[config.mk]
export PLATFORM = sky130hd
export DESIGN_NAME = seg7_scan_driver
export DESIGN_NICKNAME = d
export VERILOG_FILES = /design/src/rtl/seg7_scan_driver.sv
export SDC_FILE = /design/constraint.sdc
export NUM_CORES = 1
export LEC_CHECK = 0
export ABC_AREA = 1
export BUFFER_PORTS_ARGS = -buffer_cell sky130_fd_sc_hd__buf_2
export CAP_MARGIN = 30
export CORE_MARGIN = 5
export CORE_UTILIZATION = 52
export DETAILED_ROUTE_END_ITERATION = 6
export PLACE_DENSITY = 0.8
export SLEW_MARGIN = 20
export SYNTH_ARGS = -nofsm -noshare
export SYNTH_HDL_FRONTEND = slang
export SYNTH_SLANG_ARGS = --single-unit
export TNS_END_PERCENT = 5
[constraint.sdc]
create_clock -name clk -period 1.6 [get_ports clk]
set_input_delay 0.08 -clock clk [delete_from_list [all_inputs] [get_ports clk]]
set_output_delay 0.08 -clock clk [all_outputs]
set_load 0.01 [all_outputs]
[src/rtl/seg7_scan_driver.sv]
// seg7_scan_driver
//
// Time-multiplexed driver for an 8-digit common-anode seven-segment display.
// The 32-bit input word is shown as 8 hex digits, one digit lit at a time.
// Each digit gets a slot of DIV clock cycles. The first BLANK_CYCLES cycles
// of every slot keep all anodes off, so the previous digit does not ghost.
// The input word is copied into a shadow register once per frame. A frame
// therefore never mixes nibbles from two different words.
//
// Ports:
//   clk        in   system clock, rising edge
//   rst_n      in   asynchronous active-low reset
//   data[31:0] in   word to display; data[3:0] is digit 0 (rightmost)
//   blank_lz   in   1 = blank leading zero digits (digit 0 always shown)
//   led[6:0]   out  segment cathodes, active-low, {g,f,e,d,c,b,a}
//   en[7:0]    out  digit anodes, active-low; en[i] drives digit i
//   frame_done out  one-cycle pulse after each new snapshot of data
//
// All outputs are registered. They lag the slot counter and the digit index
// by one cycle.

module seg7_scan_driver #(
    parameter int DIV          = 100000,
    parameter int BLANK_CYCLES = 1
) (
    input  logic        clk,
    input  logic        rst_n,
    input  logic [31:0] data,
    input  logic        blank_lz,
    output logic [6:0]  led,
    output logic [7:0]  en,
    output logic        frame_done
);

    localparam int              CNT_W   = (DIV > 1) ? $clog2(DIV) : 1;
    localparam logic [CNT_W-1:0] CNT_MAX = CNT_W'(DIV - 1);
    localparam logic [CNT_W-1:0] BLANK_C = CNT_W'(BLANK_CYCLES);

    logic [CNT_W-1:0] cnt_q, cnt_d;
    logic [2:0]       idx_q, idx_d;
    logic [31:0]      shadow_q, shadow_d;
    logic [7:0]       en_q, en_d;
    logic [6:0]       led_q, led_d;
    logic             frame_done_q, frame_done_d;

    logic             tick;
    logic             ghost_blank;
    logic             lz_blank;
    logic [7:0]       zero_from;   // zero_from[i]: shadow nibbles i..7 are all zero
    logic [3:0]       nibble;

    // Active-low segment pattern {g,f,e,d,c,b,a} for one hex digit.
    function automatic logic [6:0] seg(input logic [3:0] v);
        logic [6:0] s;
        case (v)
            4'h0: s = 7'h40;
            4'h1: s = 7'h79;
            4'h2: s = 7'h24;
            4'h3: s = 7'h30;
            4'h4: s = 7'h19;
            4'h5: s = 7'h12;
            4'h6: s = 7'h02;
            4'h7: s = 7'h78;
            4'h8: s = 7'h00;
            4'h9: s = 7'h10;
            4'hA: s = 7'h08;
            4'hB: s = 7'h03;
            4'hC: s = 7'h46;
            4'hD: s = 7'h21;
            4'hE: s = 7'h06;
            default: s = 7'h0E;
        endcase
        return s;
    endfunction

    always_comb begin
        tick         = (cnt_q == CNT_MAX);
        cnt_d        = tick ? '0 : cnt_q + 1'b1;
        idx_d        = tick ? idx_q + 3'd1 : idx_q;
        // The snapshot is taken as the scan wraps from digit 7 back to digit 0.
        frame_done_d = tick && (idx_q == 3'd7);
        shadow_d     = frame_done_d ? data : shadow_q;

        // Scan from the top nibble down, so that each digit can see whether
        // it and all digits above it are zero.
        zero_from    = '0;
        zero_from[7] = (shadow_q[31:28] == 4'h0);
        for (int i = 6; i >= 0; i--) begin
            zero_from[i] = zero_from[i+1] && (shadow_q[4*i +: 4] == 4'h0);
        end

        ghost_blank = (cnt_q < BLANK_C);
        lz_blank    = blank_lz && (idx_q != 3'd0) && zero_from[idx_q];
        nibble      = shadow_q[{idx_q, 2'b00} +: 4];

        en_d  = 8'hFF;
        led_d = 7'h7F;
        if (!(ghost_blank || lz_blank)) begin
            en_d  = ~(8'b1 << idx_q);
            led_d = seg(nibble);
        end
    end

    always_ff @(posedge clk or negedge rst_n) begin
        if (!rst_n) begin
            cnt_q        <= '0;
            idx_q        <= 3'd0;
            shadow_q     <= 32'h0;
            en_q         <= 8'hFF;
            led_q        <= 7'h7F;
            frame_done_q <= 1'b0;
        end else begin
            cnt_q        <= cnt_d;
            idx_q        <= idx_d;
            shadow_q     <= shadow_d;
            en_q         <= en_d;
            led_q        <= led_d;
            frame_done_q <= frame_done_d;
        end
    end

    assign en         = en_q;
    assign led        = led_q;
    assign frame_done = frame_done_q;

endmodule

==> load_flow_metrics.sql <==
INSERT INTO impl_metrics (metric_group, metric, value, unit) VALUES
('worst_setup_path', 'cp.required', '1.88', 'ns'),
('routing', 'drt-pass1-iter-count', '5', ''),
('clock_tree', 'htreeDepth', '3', ''),
('yosys', 'syn_avg_cell_area', '7.39', 'µm²'),
('worst_setup_path', 'critPathMaxStageDelay', '0.44', 'ns'),
('place', 'dpl_worst_slack', '-0.111', 'ns'),
('yosys', 'synth.yosys.seq_area_share', '45.3', '%'),
('clock_tree', 'clockBufferDepth', '2', ''),
('place', 'number_of_cells_in_the_design_after_placement', '675', ''),
('timing', 'slew_violations', '0', ''),
('finish', 'most-common-layout-cells', 'nand2_1, inv_1, dfrtp_1', ''),
('power_and_ir_drop', 'reported_leakage_power', '2.59', 'nW'),
('die', 'start_util', '52.9', '%'),
('global_routing', 'grt_pass1_vias', '3665', ''),
('die', 'core', '7180', 'µm²'),
('outcome', 'failed_checks', 'negative setup slack', ''),
('worst_setup_path', 'data_arrival_time_of_the_critical_path', '1.95', 'ns'),
('timing', 'fin_ws', '-0.0688', 'ns'),
('finish', 'final_core_util', '70.3', '%'),
('worst_setup_path', 'critical_path.cell_chain', 'buf_12 > ha_1 > ha_2 > inv_1 > nor2_4 > buf_12 > nand2_1 > nand2_1', ''),
('routing', 'vias_per_inst', '5.03', ''),
('yosys', 'synth_top_flop_cell', 'dfrtp_1', ''),
('routing', 'vias', '3660', ''),
('place', 'place_hpwl', '6250', 'µm'),
('routing', 'overall_routed_net_length', '9490', 'µm'),
('timing', 'clock_skew', '0.00796', 'ns'),
('routing', 'drc_violation_count_after_routing', '0', ''),
('die', 'die_area', '9110', 'µm²'),
('place', 'gp_routability_congestion', '0.901', ''),
('timing', 'finalSetupTns', '-0.851', 'ns'),
('finish', 'number_of_inserted_diodes', '0', ''),
('worst_setup_path', 'reg2regPathDepth', '8', ''),
('clock_tree', 'insertion_delay_of_the_later_clocked_pin_in_the_worst_skew_pair', '0.35', 'ns'),
('yosys', 'synth.net_count', '562', ''),
('timing', 'max_slew.worst_pin.slew', '0.369', 'ns'),
('die', 'std_cell_rows', '31', ''),
('global_routing', 'maximum_number_of_pins_on_one_net_before_global_route_repair', '69', ''),
('timing', 'final_hold_viols', '0', ''),
('global_routing', 'grt_pass1_wl', '16000', 'µm'),
('clock_tree', 'clkTransAtPathRegs', '0.07', 'ns'),
('yosys', 'yosys.cell_types.count', '28', ''),
('die', 'die-width', '95.4', 'µm'),
('outcome', 'outcome', 'finished with violations', ''),
('power_and_ir_drop', 'overall_power', '3.08', 'mW'),
('timing', 'setup_repair_after_global_routing_missed_its_margin', 'yes', ''),
('yosys', 'synthCells', '514', ''),
('clock_tree', 'clockRootBuffer', 'clkbuf_8', ''),
('worst_setup_path', 'path_max_fanout', '32', ''),
('clock_tree', 'tritoncts_num_sinks', '68', ''),
('run', 'max-cap-violations', '0', ''),
('finish', 'drive_gt1_share', '25.3', '%'),
('place', 'portBuffers', '50', ''),
('power_and_ir_drop', 'worst_ir_drop_vdd', '0.000518', 'V'),
('worst_setup_path', 'setup.worst_path.class', 'register to register', ''),
('timing', 'post-route-min-period', '1.67', 'ns'),
('routing', 'routedWlPerCell', '13.1', 'µm'),
('yosys', 'async_reset_ff_share', '100', '%'),
('clock_tree', 'clock_tree_from_tritoncts', 'built', ''),
('finish', 'nets', '671', ''),
('worst_hold_path', 'hold_class', 'primary input to asynchronous set/reset pin', ''),
('power_and_ir_drop', 'power.density_cell_area', '611', 'nW/µm²'),
('timing', 'finalCritPeriodShare', '104', '%'),
('worst_setup_path', 'cp-start-kind', 'register', ''),
('global_routing', 'global_route.usage.total', '22.3', '%'),
('finish', 'syn2layout_area_growth', '32.9', '%'),
('yosys', 'synth_edf_count', '0', ''),
('worst_setup_path', 'rr_endpoint', 'shadow_q[8]', ''),
('timing', 'finalSetupViolations', '35', ''),
('routing', 'drt.antenna.violating_nets', '0', ''),
('worst_setup_path', 'launch_point_of_the_worst_reg_to_reg_path', 'idx_q[0]', ''),
('die', 'die_height', '95.4', 'µm');
-- cell type report --
type / count / area [µm²] / share of cell area (%)
multi-input cells: 372 / 1920 / 38.1
flip-flops and latches: 68 / 1720 / 34.1
repair buffers: 111 / 877 / 17.4
inverters: 61 / 236 / 4.69
clock buffers: 14 / 153 / 3.03
well taps: 99 / 124 / 2.46
clock inverters: 2 / 10.0 / 0.198
-- stage by stage --
step	area (µm²)	hold WS [ns]
floorplan	3810	-0.216
global placement	4310	0.121
detailed placement	4310	0.133
CTS	4890	0.303
global route	5040	0.332
finish	5040	0.263
-- how the worst max path moves through the flow --
stage / to / slack [ns] / depth (start not counted) / start
finish: shadow_q[8] / -0.07 / 8 / idx_q[0]
global route: led[3] / -0.16 / 12 / idx_q[0]
CTS: led[3] / -0.04 / 12 / idx_q[0]
detailed placement: led[3] / -0.11 / 9 / idx_q[0]
global placement: led[3] / -0.04 / 9 / idx_q[0]
floorplan: led[5] / 0.02 / 12 / idx_q[0]
-- synthesized netlist by cell type, types with 7 or more instances --
library cell,count,share of area (%)
a21oi_1,7,0.92
nand4_1,7,1.2
nand2_1,208,21
dfstp_2,15,10
o21ai_0,10,1.3
ha_1,13,4.3
buf_2,7,0.92
nor2_1,44,4.4
inv_1,59,5.8
nand3_1,47,6.2
dfrtp_1,53,35
nor3_1,8,1.1
-- registers in the layout, indices dropped and copies added (netlist names) --
signal	count
frame_done	1
idx_q	3
cnt_q	17
en	8
shadow_q	32
led	7
-- routing by layer --
metal  vias to the layer above  GRT usage [%]  part of all wire [%]  wire length, µm
li1                       1814              -                     -                -
met1                      1679           28.1                    43             4110
met2                       137           36.9                    48             4600
met3                        30           5.45                   6.0              569
met4                         0           8.77                   2.3              216
met5                         -              0                     0                0
-- logic make-up after synthesis --
| logic type | Yosys count | share of synthesized area, % |
|---|---|---|
| buffers and inverters | 74 | 8.73 |
| and+or+nand+nor | 333 | 37.4 |
| AOI/OAI and AO/OA | 21 | 3.10 |
| adders and majority gates | 13 | 4.28 |
| xor gates and xnor gates | 5 | 1.15 |
| DFF | 68 | 45.3 |
-- critical path, delay by kind of cell, from the launching register on --
family | cells | cell delay, ns
adder cells (fa/ha/maj) | 2 | 0.44
buffers and inverters | 3 | 0.42
flip-flops | 1 | 0.44
AND/OR/NAND/NOR | 3 | 0.29
-- power by group --
group          switching, mW  internal (mW)
Combinational         0.0567         0.0864
Sequential                 0           1.72
Clock                  0.615          0.603
-- timing repair --
action                     CTS  global route
hold buffers                33             0
gates cloned                 1             0
setup buffers                2             0
gates resized for setup     12            42
setup endpoints to repair   49            58
hold endpoints to repair    85             0
pin swaps                    3             8
Note: power is estimated with default switching activity, not from simulation.
